### config.mk
export PLATFORM = sky130hd
export DESIGN_NAME = y86_encode_instruction
export DESIGN_NICKNAME = d
export VERILOG_FILES = /design/src/rtl/y86_pkg.sv /design/src/rtl/y86_pack_instruction.sv /design/src/rtl/y86_encode_instruction.sv
export SDC_FILE = /design/constraint.sdc
export NUM_CORES = 1
export LEC_CHECK = 0
export ABC_AREA = 1
export CORE_ASPECT_RATIO = 1.1
export CORE_MARGIN = 2
export CORE_UTILIZATION = 52
export CTS_CLUSTER_SIZE = 12
export DETAILED_ROUTE_END_ITERATION = 6
export GPL_ROUTABILITY_DRIVEN = 0
export PLACE_DENSITY = 0.86
export RECOVER_POWER = 100
export SYNTH_ARGS = -nofsm -noshare
export SYNTH_HDL_FRONTEND = slang
export SYNTH_SLANG_ARGS = --single-unit
### constraint.sdc
create_clock -name clock -period 4.6 [get_ports clock]
set_clock_uncertainty 0.1 [all_clocks]
set_input_delay 0.69 -clock clock [delete_from_list [all_inputs] [get_ports clock]]
set_output_delay 0.69 -clock clock [all_outputs]
set_load 0.005 [all_outputs]
### src/rtl/y86_pkg.sv
// Shared Y86 opcode constants, FSM state type and instruction-length helper.
// Latency: none (package only).
// Backpressure: not applicable.
package y86_pkg;

  localparam logic [3:0] ICODE_HALT   = 4'h0;
  localparam logic [3:0] ICODE_NOP    = 4'h1;
  localparam logic [3:0] ICODE_RRMOVL = 4'h2;
  localparam logic [3:0] ICODE_IRMOVL = 4'h3;
  localparam logic [3:0] ICODE_RMMOVL = 4'h4;
  localparam logic [3:0] ICODE_MRMOVL = 4'h5;
  localparam logic [3:0] ICODE_OPL    = 4'h6;
  localparam logic [3:0] ICODE_JXX    = 4'h7;
  localparam logic [3:0] ICODE_CALL   = 4'h8;
  localparam logic [3:0] ICODE_RET    = 4'h9;
  localparam logic [3:0] ICODE_PUSHL  = 4'hA;
  localparam logic [3:0] ICODE_POPL   = 4'hB;

  localparam int INSTR_MAX_BYTES = 6;

  typedef enum logic {IDLE, EMIT} state_t;

  // Encoded length in bytes; 0 marks an icode with no defined format.
  function automatic logic [2:0] y86_instr_len(input logic [3:0] icode);
    case (icode)
      ICODE_HALT, ICODE_NOP, ICODE_RET:                 y86_instr_len = 3'd1;
      ICODE_RRMOVL, ICODE_OPL, ICODE_PUSHL, ICODE_POPL: y86_instr_len = 3'd2;
      ICODE_JXX, ICODE_CALL:                            y86_instr_len = 3'd5;
      ICODE_IRMOVL, ICODE_RMMOVL, ICODE_MRMOVL:         y86_instr_len = 3'd6;
      default:                                          y86_instr_len = 3'd0;
    endcase
  endfunction

endpackage

### src/rtl/y86_pack_instruction.sv
// Packs decoded Y86 fields into the little-endian byte image fetch expects (byte 0 in [7:0]).
// Latency: purely combinational.
// Backpressure: none; caller decides when to capture the image.
module y86_pack_instruction
  import y86_pkg::*;
(
  input  logic [3:0]                   icode,
  input  logic [3:0]                   ifun,
  input  logic [3:0]                   ra,
  input  logic [3:0]                   rb,
  input  logic [31:0]                  valc,
  output logic [8*INSTR_MAX_BYTES-1:0] image,
  output logic [2:0]                   len,
  output logic                         valid
);

  logic [3:0] ra_f;
  logic [3:0] rb_f;

  // Build the byte image; register fields absent from the format are forced to F.
  always_comb begin
    image = '0;
    len   = y86_instr_len(icode);
    valid = (len != 3'd0);
    ra_f  = (icode == ICODE_IRMOVL) ? 4'hF : ra;
    rb_f  = (icode == ICODE_PUSHL || icode == ICODE_POPL) ? 4'hF : rb;
    image[7:0] = {icode, ifun};
    case (icode)
      ICODE_RRMOVL, ICODE_OPL, ICODE_PUSHL, ICODE_POPL: begin
        image[15:8] = {rb_f, ra_f};
      end
      ICODE_IRMOVL, ICODE_RMMOVL, ICODE_MRMOVL: begin
        image[15:8]  = {rb_f, ra_f};
        image[47:16] = valc;
      end
      ICODE_JXX, ICODE_CALL: begin
        image[39:8] = valc;
      end
      default: ;
    endcase
  end

endmodule

### src/rtl/y86_encode_instruction.sv
// Writes one packed Y86 instruction byte-serially into instruction memory at an auto-incrementing pointer.
// Latency: first byte presented the cycle after accept; done pulses the cycle after the last byte is taken.
// Backpressure: in_ready only in IDLE; each byte (addr/data) is held stable until mem_ready.
module y86_encode_instruction
  import y86_pkg::*;
#(
  parameter int ADDR_W = 32
) (
  input  logic              clock,
  input  logic              reset_n,
  input  logic              addr_load,
  input  logic [ADDR_W-1:0] start_addr,
  input  logic              in_valid,
  output logic              in_ready,
  input  logic [3:0]        icode,
  input  logic [3:0]        ifun,
  input  logic [3:0]        ra,
  input  logic [3:0]        rb,
  input  logic [31:0]       valc,
  output logic              mem_we,
  input  logic              mem_ready,
  output logic [ADDR_W-1:0] mem_addr,
  output logic [7:0]        mem_wdata,
  output logic [2:0]        instr_len,
  output logic              done,
  output logic              bad_icode,
  output logic [ADDR_W-1:0] next_addr
);

  state_t                       state;
  state_t                       state_nxt;
  logic [ADDR_W-1:0]            ptr;
  logic [2:0]                   idx;
  logic [8*INSTR_MAX_BYTES-1:0] image_q;
  logic [2:0]                   len_q;
  logic [8*INSTR_MAX_BYTES-1:0] pk_image;
  logic [2:0]                   pk_len;
  logic                         pk_valid;
  logic                         accept;
  logic                         byte_ok;
  logic                         last_byte;
  logic [7:0]                   cur_byte;

  y86_pack_instruction u_pack (
    .icode (icode),
    .ifun  (ifun),
    .ra    (ra),
    .rb    (rb),
    .valc  (valc),
    .image (pk_image),
    .len   (pk_len),
    .valid (pk_valid)
  );

  // Handshakes; gating with reset_n makes a mid-instruction reset stop writes the same cycle.
  always_comb begin
    in_ready  = reset_n && (state == IDLE);
    mem_we    = reset_n && (state == EMIT);
    accept    = in_valid && in_ready;
    byte_ok   = mem_we && mem_ready;
    last_byte = byte_ok && (idx == len_q - 3'd1);
  end

  // Select the byte at the current index; outputs read zero when not writing.
  always_comb begin
    case (idx)
      3'd0:    cur_byte = image_q[7:0];
      3'd1:    cur_byte = image_q[15:8];
      3'd2:    cur_byte = image_q[23:16];
      3'd3:    cur_byte = image_q[31:24];
      3'd4:    cur_byte = image_q[39:32];
      3'd5:    cur_byte = image_q[47:40];
      default: cur_byte = 8'h00;
    endcase
    mem_addr  = mem_we ? ptr : '0;
    mem_wdata = mem_we ? cur_byte : 8'h00;
    instr_len = len_q;
    next_addr = ptr;
  end

  // Next-state: leave IDLE only for a valid accepted instruction, return after the last byte.
  always_comb begin
    state_nxt = state;
    case (state)
      IDLE:    if (accept && pk_valid) state_nxt = EMIT;
      EMIT:    if (last_byte)          state_nxt = IDLE;
      default: state_nxt = IDLE;
    endcase
  end

  // State register.
  always_ff @(posedge clock) begin
    if (!reset_n) state <= IDLE;
    else          state <= state_nxt;
  end

  // Datapath: pointer load/advance, image capture, byte index and status pulses.
  always_ff @(posedge clock) begin
    if (!reset_n) begin
      ptr       <= '0;
      idx       <= 3'd0;
      image_q   <= '0;
      len_q     <= 3'd0;
      done      <= 1'b0;
      bad_icode <= 1'b0;
    end else begin
      done      <= last_byte;
      bad_icode <= accept && !pk_valid;
      if (state == IDLE) begin
        if (addr_load) ptr <= start_addr;
        if (accept && pk_valid) begin
          image_q <= pk_image;
          len_q   <= pk_len;
          idx     <= 3'd0;
        end
      end
      if (byte_ok) begin
        ptr <= ptr + ADDR_W'(1);
        idx <= last_byte ? 3'd0 : idx + 3'd1;
      end
    end
  end

endmodule

==> results of run 1 <==
## logic make-up (layout without fill, tap and decap cells)
group	Yosys count	after routing	synth area share, %
buffers and inverters	169	316	12.5
flip-flops	89	89	32.9
XOR/XNOR	5	5	0.810
AO/OA/AOI/OAI	174	174	18.2
AND/OR/NAND/NOR	444	444	33.9
adder cells (fa/ha/maj)	7	7	1.62
## registers in the layout, summed over array words and instances (netlist names)
name	flops
next_addr	32
bad_icode	1
instr_len	3
state	1
idx	3
done	1
image_q	48
## path summary, 6_finish.rpt
check	endpoint	slack (ns)	depth (start not counted)
min reg2reg	image_q[42]	0.36	2
max reg2reg	idx[0]	1.73	9
min	image_q[42]	0.36	2
max	mem_wdata[2]	0.83	4
## power by group through the flow
stage          Combinational (mW)  Clock (mW)  Sequential, mW
3_3_place_gp                0.370           0           0.879
4_1_cts                     0.378       0.711           0.863
3_5_place_dp                0.377           0           0.880
2_1_floorplan               0.195           0           0.870
6_report                    0.367       0.711           0.862
5_1_grt                     0.406       0.737           0.868
## critical path, delay by kind of cell
kind,cells,cell delay (ns)
AND/OR/NAND/NOR,1,0.54
AO/OA/AOI/OAI,1,0.39
buffers and inverters,2,1.36
## cell usage in the layout (no fill, tap or decap), types with 7 or more instances in the layout
| cell type | instances |
|---|---|
| nand2_1 | 231 |
| a211oi_1 | 8 |
| dfxtp_1 | 89 |
| nand3_1 | 76 |
| clkbuf_16 | 9 |
| o21ai_0 | 68 |
| o211ai_1 | 12 |
| clkdlybuf4s50_1 | 83 |
| nor2_1 | 121 |
| a21oi_1 | 51 |
| a31oi_1 | 9 |
| o22ai_1 | 11 |
| inv_1 | 127 |
| dlygate4sd3_1 | 80 |
| ha_1 | 7 |
## metrics by stage
step	std cells	utilization (%)	instance area, um^2	hold slack (ns)
after floorplan	888	-	5410	0.329
after global placement	1142	68.8	7050	0.353
after detailed placement	1142	68.8	7050	0.360
after CTS	1158	71.6	7330	0.369
after global routing	1158	71.3	7310	0.393
final	1158	71.3	7310	0.365
## metal layers
layer | vias up | wire, um
li1 | 3112 | -
met1 | 2819 | 6700
met2 | 331 | 8300
met3 | 47 | 1540
met4 | 0 | 526
met5 | - | 0
## layout make-up
| type | instances | area (um^2) |
|---|---|---|
| fill | 902 | 2940 |
| multi-input combinational | 630 | 2930 |
| sequential | 89 | 1780 |
| timing repair buffer | 167 | 1660 |
| inverter | 133 | 499 |
| clock buffer | 12 | 256 |
| tap | 123 | 154 |
| clock inverter | 4 | 27.5 |
==> key figures, run 1 <==
Worst setup path
  • Data arrival, critical path: 2.98 ns
  • Crit end category: output port
  • Most frequent cell on the critical path: dlygate4sd3_1
  • RR Startpoint: state
  • Crit path launch type: primary input
  • Worst path slowest cell: dlygate4sd3_1
  • Cell Chain, Critical Path: dlygate4sd3_1, nand2_2, a31oi_1, dlygate4sd3_1
  • Worst setup path category: primary input to output port
  • Worst setup startpoint: reset_n
  • CP max stage delay: 0.75 ns
  • WP data required: 3.81 ns
  • Crit path max fanout: 42

Synth
  • Seq/Total Area, Yosys: 32.9%
  • Cell count after synthesis: 888
  • Most frequent cell after synthesis: nand2_1
  • Number of flops mapped to enable cells by yosys: 0
  • Mapped cell area: 5410 um^2
  • Ys async rst share: 0%
  • Synth cell count leaders: nand2_1, inv_1, nor2_1
  • Leading post-synthesis cells by cell area: dfxtp_1, nand2_1, inv_1
  • Top cell type's share of synthesized area: 32.9%
  • Syn avg cell area: 6.09 um^2
  • Synth Net Count: 980
  • Synth unique cells: 36
  • Ys Warns: 0
  • Main synth FF type: dfxtp_1
  • Synth area leader: dfxtp_1
  • Yosys reg bits: 89

Routing
  • Iteration-0 DRC Markers: 393
  • Routed length per instance: 14.7 um
  • DR DRC count: 0
  • TritonRoute pass-1 iters: 5
  • Vias per cell: 5.45
  • Final WL: 17100 um
  • Vias post-DR: 6309
  • Antenna Nets Post-Route: 0

Clocking
  • Clock-pin slew on the worst setup and hold paths: 0.06 ns
  • Post-CTS Resized: 0
  • Clk_lat worst skew: 0.34 ns
  • Setup bufs post-CTS: 0
  • Cts hold-fix bufs: 0
  • Clock Path Buffers: 2
  • Clk root buf: clkbuf_16
  • CTS tree: built
  • Num CTS Buffers: 9
  • Clock Sinks: 89
  • # H-tree levels: 3

Worst hold path
  • Path category of the worst min-delay check: flip-flop to flip-flop
  • Hold Crit Start: image_q[42]

Place
  • DP Worst Slack: 0.966 ns
  • Port Buffers: 163
  • Dpl hpwl: 12500 um

GRT
  • Vias in the first global route: 5706
  • Met2 Resource Use GR: 50.8%
  • Busiest layer in global routing: met2
  • Global-route met3 utilization: 5.49%
  • GRT met1 Usage: 37.2%
  • First-pass GRT wire length: 27200 um
  • Grt ovf: 0
  • Antenna violations before repair: 0
  • GR Util All Layers: 30.1%
  • Largest net degree at the start of global routing: 54

Power
  • Clock share of power: 36.6%
  • Combinational Power Share: 18.9%
  • Power Density: 265 nW/um^2
  • Sequential share of power: 44.5%
  • Cell Int Power: 1.39 mW
  • Post-layout power: 1.94 mW
  • Switching Fraction: 28.5%
  • Switch Pwr: 0.552 mW
  • Leak: 3.14 nW
  • VDD IR max: 179 uV

Die
  • Starting Density: 52.8%
  • Die ar.: 11200 um^2
  • # IOs: 164
  • Core area: 10200 um^2
  • Die Wd: 101 um
  • Die height: 111 um
  • Floorplan row count: 39

Finish
  • Nets: 1122
  • Synthesis-to-finish area growth: 35.2%
  • Share of post-route cells with drive strength above 1: 3.48%
  • Ant diodes: 0

Job
  • Max Cap Viol: 0

Run status
  • Status: finished clean

STA
  • Fmax: 265 MHz
  • Final setup viols: 0
  • Worst-Margin Slew: 0.934 ns
  • Setup_tns: 0 ns
  • Final hold vios: 0
  • RSZ-0062 raised after global routing: false
  • Worst setup margin: 0.832 ns
  • Slew HR: 37.7%
  • Final period utilization: 81.9%
  • Final Max Slew Viols: 0
  • Tmin final: 3.77 ns
No activity file was read; power rests on OpenSTA's default activity.
==> run 2: changes to the inputs <==
Settings changed: CORE_UTILIZATION 52 to 48, PLACE_DENSITY 0.86 to 0.81.
Clock period 4.6 ns to 3.7 ns, I/O delays scaled along.
==> run 2 against run 1 <==
Die area is 8.0% higher. First-iteration DRC count grew 2.8%. Design area up 1.1%. Register-to-register slack lost 0.88 ns. Critical endpoint is now mem_wdata[4]. Total power is 33% higher. Sequential cell count is the same. Cell count is 2.2% higher. Sequential power grew 24%. Global-route usage is 1.5 points lower. Largest power group unchanged. Critical path depth up 1. Non-clock buffer count rose by 3.
==> key figures, run 2 (same netlist as run 1, synthesis figures left out) <==
Routing
  • Iteration-0 DRC Markers: 404
  • DR DRC count: 0
  • Vias post-DR: 6208
  • Antenna Nets Post-Route: 0
  • Vias per cell: 5.24
  • Routed length per instance: 14.6 um
  • TritonRoute pass-1 iters: 5
  • Final WL: 17300 um

STA
  • Final Max Slew Viols: 0
  • Worst setup margin: 0.264 ns
  • Worst-Margin Slew: 0.909 ns
  • Final period utilization: 92.9%
  • Hold slack: 0.372 ns
  • Final setup viols: 0
  • Tmin final: 3.44 ns
  • Slew HR: 39.4%
  • Final hold vios: 0
  • Fmax: 291 MHz
  • Setup_tns: 0 ns
  • RSZ-0062 raised after global routing: false

Power
  • Cell Int Power: 1.89 mW
  • Switch Pwr: 0.684 mW
  • Power Density: 348 nW/um^2
  • Clock share of power: 40.5%
  • VDD IR max: 243 uV
  • Combinational Power Share: 17.8%
  • Post-layout power: 2.57 mW
  • Sequential share of power: 41.7%
  • Leak: 3.15 nW
  • Switching Fraction: 26.6%

Worst setup path
  • RR Startpoint: state
  • Worst setup path category: flip-flop to output port
  • WP data required: 3.04 ns
  • CP max stage delay: 0.61 ns
  • Cell Chain, Critical Path: inv_1, ha_1, a211oi_1, a31oi_1, dlygate4sd3_1
  • Crit path max fanout: 12
  • Reg2Reg Setup Slack: 0.85 ns
  • Crit end category: output port
  • Worst setup startpoint: idx[2]
  • Stages on worst setup path: 5
  • Crit path launch type: flip-flop
  • Crit-path leading delay family: buffers and inverters
  • CP bufs+invs: 2
  • Worst Reg2Reg Path Length in Cells: 7
  • Data arrival, critical path: 2.78 ns
  • Setup crit end: mem_wdata[4]
  • R2r endpoint: next_addr[2]
  • Worst path slowest cell: dfxtp_1

Finish
  • Ant diodes: 0
  • Synthesis-to-finish area growth: 36.7%
  • Cell area after layout: 7390 um^2
  • Most frequent cells in the layout: nand2_1, inv_1, nor2_1
  • Area occupied by multi-input gates: 2920 um^2
  • Nets: 1125
  • Fin cells: 1184
  • Largest register FFs: 48
  • Register Area: 1780 um^2
  • Reg with most FFs: image_q
  • Share of post-route cells with drive strength above 1: 3.47%
  • Post-route core utilization: 67.5%
  • Commonest non-fill, non-tap cell in the layout: nand2_1
  • Fillers: 955

Die
  • Die height: 115 um
  • Starting Density: 49.3%
  • # IOs: 164
  • Core area: 11000 um^2
  • Floorplan row count: 40
  • Die ar.: 12100 um^2
  • Die Wd: 105 um

Place
  • Placed cell areas: 7100 um^2
  • DP Worst Slack: 0.607 ns
  • Port Buffers: 163
  • Placed Cells: 1169
  • Dpl hpwl: 12600 um

Run status
  • Status: finished clean

Clocking
  • Post-CTS Resized: 0
  • Num CTS Buffers: 9
  • # H-tree levels: 3
  • Clk root buf: clkbuf_16
  • Clk_lat worst skew: 0.34 ns
  • Setup bufs post-CTS: 0
  • Clock Path Buffers: 2
  • Clock-pin slew on the worst setup and hold paths: 0.06 ns
  • CTS tree: built
  • Cts hold-fix bufs: 0
  • Clock Sinks: 89

GRT
  • Antenna violations before repair: 0
  • First-pass GRT wire length: 27700 um
  • Grt ovf: 0
  • Largest net degree at the start of global routing: 54
  • Vias in the first global route: 5844
  • GR Util All Layers: 28.6%

Worst hold path
  • Path category of the worst min-delay check: flip-flop to flip-flop

Job
  • Max Cap Viol: 0
## run 2: cell types whose count changed in the layout (fill, tap and decap cells not counted), sizes merged
cell,delta
dlygate4sd3,-1
clkinvlp,+1
clkinv,-2
bufinv,+3
clkdlybuf4s50,+1
## run 2: worst register-to-register path, cell delays in order (launching register included)
cell	delay (ns)
dfxtp_1	0.35
nand2_2	0.62
inv_1	0.14
nand2_1	0.47
nand2_1	0.43
inv_2	0.42
nand2_1	0.11
a31oi_1	0.14
## run 2: per-layer routing
| metal | GRT usage (%) | share of wire [%] | routed length, um |
|---|---|---|---|
| met5 | 0 | 0 | 0 |
| met3 | 4.88 | 7.1 | 1230 |
| met2 | 50.0 | 47 | 8180 |
| met4 | 15.1 | 4.1 | 715 |
| met1 | 33.7 | 41 | 7150 |
## run 2: area by class of cell
| type | count | area share (%) |
|---|---|---|
| Multi-Input combinational cell | 630 | 39.5 |
| Tap cell | 147 | 2.49 |
| Clock inverter | 6 | 1.46 |
| Inverter | 133 | 6.75 |
| Clock buffer | 9 | 3.05 |
| Sequential cell | 89 | 24.1 |
| Timing Repair Buffer | 170 | 22.6 |
## run 2: worst min-delay path by stage
stage,from,cells past startpoint,endpoint,slack [ns]
after floorplan,image_q[7],2,image_q[7],0.33
after global placement,image_q[40],2,image_q[40],0.35
after detailed placement,image_q[43],2,image_q[43],0.36
after CTS,image_q[43],2,image_q[43],0.37
after global routing,image_q[41],2,image_q[41],0.40
final,image_q[45],2,image_q[45],0.37
## run 2: power groups by stage
stage          clock [mW]  sequential, mW  combinational [mW]
4_1_cts              1.05            1.07               0.477
3_3_place_gp            0            1.09               0.469
3_5_place_dp            0            1.09               0.473
6_report             1.04            1.07               0.459
5_1_grt              1.09            1.08               0.511
2_1_floorplan           0            1.08               0.243
==> run 3: changes to the inputs <==
Settings changed: CORE_MARGIN 2 to 3, CORE_UTILIZATION 48 to 40, PLACE_DENSITY 0.81 to 0.69.
==> run 3 against run 2 <==
Utilization shrank 10 points. Count of clock-buffer cells in the layout grew 5. Cell count grew 0.93%. Clock power shrank 12%. Routed wire length grew 5.0%. Worst setup slack gained 0.049 ns. Critical endpoint is now mem_addr[15].
==> key figures, run 3 (same netlist as run 1, synthesis figures left out) <==
STA
  • Setup_tns: 0 ns
  • Fmax: 295 MHz
  • Final period utilization: 91.5%
  • Hold slack: 0.369 ns
  • Slew HR: 41.9%
  • Worst-Margin Slew: 0.871 ns
  • Final setup viols: 0
  • RSZ-0062 raised after global routing: false
  • Final hold vios: 0
  • Tmin final: 3.39 ns
  • Final Max Slew Viols: 0

Run status
  • Status: finished clean

Routing
  • TritonRoute pass-1 iters: 5
  • Antenna Nets Post-Route: 0
  • Vias post-DR: 6078
  • Routed length per instance: 15.2 um
  • Iteration-0 DRC Markers: 444
  • Final WL: 18100 um
  • Vias per cell: 5.09
  • DR DRC count: 0

Worst setup path
  • CP max stage delay: 0.66 ns
  • Crit end category: output port
  • WP data required: 3.04 ns
  • Crit path max fanout: 35
  • Worst path slowest cell: clkbuf_2
  • Cell Chain, Critical Path: dlygate4sd3_1, nand2_1, clkbuf_2, nor2_1, dlygate4sd3_1
  • Data arrival, critical path: 2.73 ns
  • Crit path launch type: primary input
  • Worst setup path category: primary input to output port
  • Most frequent cell on the critical path: dlygate4sd3_1

Power
  • Clock share of power: 37.3%
  • Power Density: 333 nW/um^2
  • Switching Fraction: 28.1%
  • Cell Int Power: 1.76 mW
  • Switch Pwr: 0.688 mW
  • VDD IR max: 204 uV
  • Combinational Power Share: 18.8%
  • Leak: 3.09 nW
  • Sequential share of power: 43.9%

Die
  • # IOs: 164
  • Starting Density: 41.9%
  • Floorplan row count: 43
  • Die height: 128 um
  • Core area: 12900 um^2
  • Die ar.: 15000 um^2
  • Die Wd: 117 um

Clocking
  • Cts hold-fix bufs: 0
  • Clock-pin slew on the worst setup and hold paths: 0.06 ns
  • CTS tree: built
  • Num CTS Buffers: 9
  • Post-CTS Resized: 0
  • Setup bufs post-CTS: 0
  • Clock Path Buffers: 2
  • Clk root buf: clkbuf_16
  • Clock Sinks: 89
  • # H-tree levels: 3
  • Clk_lat worst skew: 0.35 ns

Finish
  • Fillers: 1323
  • Synthesis-to-finish area growth: 36.2%
  • Largest register FFs: 48
  • Nets: 1125
  • Ant diodes: 0
  • Reg with most FFs: image_q
  • Area occupied by multi-input gates: 2920 um^2
  • Cell area after layout: 7370 um^2
  • Share of post-route cells with drive strength above 1: 3.66%
  • Register Area: 1780 um^2
  • Most frequent cells in the layout: nand2_1, inv_1, nor2_1
  • Commonest non-fill, non-tap cell in the layout: nand2_1

Place
  • Dpl hpwl: 13500 um
  • Placed cell areas: 7110 um^2
  • Port Buffers: 163

Job
  • Max Cap Viol: 0

GRT
  • Vias in the first global route: 5681
  • Antenna violations before repair: 0
  • Grt ovf: 0
  • Largest net degree at the start of global routing: 54
  • First-pass GRT wire length: 28600 um
  • GR Util All Layers: 24.3%

Worst hold path
  • Path category of the worst min-delay check: flip-flop to flip-flop
run 3: changes by cell type in the layout (fill, tap and decap cells not counted), sizes merged:
cell	before	now
clkdlybuf4s50	84	101
dlygate4sd3	79	62
clkbuf	12	17
bufinv	3	0
clkinvlp	1	0
run 3: critical path, delay by kind of cell:
family        cells  cell delay (ns)
buf+inv           3             1.82
simple gates      2             0.34
run 3: per-layer routing:
metal	up-vias	global-route usage (%)	share of wire, %
li1	3119	-	-
met1	2677	31.0	42
met2	243	40.9	47
met3	39	3.78	7.5
met4	0	9.24	2.6
met5	-	0	0
run 3: power by group through the flow:
stage | logic (mW) | clock network (mW) | registers [mW]
4_1_cts | 0.481 | 0.927 | 1.08
3_5_place_dp | 0.478 | 0 | 1.10
5_1_grt | 0.519 | 0.969 | 1.08
6_report | 0.462 | 0.914 | 1.08
3_3_place_gp | 0.476 | 0 | 1.10
2_1_floorplan | 0.243 | 0 | 1.08
run 3: cell type report:
cell class,count,area share [%]
Clock buffer,14,3.85
Clock inverter,2,0.136
Inverter,133,6.78
Multi-Input combinational cell,630,39.7
Sequential cell,89,24.2
Tap cell,157,2.67
Timing Repair Buffer,170,22.7
run 3: through the flow:
stage | cells | setup WS (ns) | total power [mW] | util, %
3_5_place_dp | 1179 | 0.707 | 1.58 | 55.1
4_1_cts | 1195 | 0.573 | 2.48 | 57.4
6_report | 1195 | 0.313 | 2.45 | 57.1
2_1_floorplan | 888 | 1.75 | 1.32 | -
3_3_place_gp | 1179 | 0.768 | 1.57 | 55.1
5_1_grt | 1195 | 0.196 | 2.57 | 57.1
run 3: worst paths after layout:
kind	slack, ns	startpoint	end	cells past startpoint
setup / recovery	0.31	reset_n	mem_addr[15]	5
hold / removal	0.37	image_q[40]	image_q[40]	2
setup reg to reg	0.86	state	next_addr[23]	8
hold reg to reg	0.37	image_q[40]	image_q[40]	2
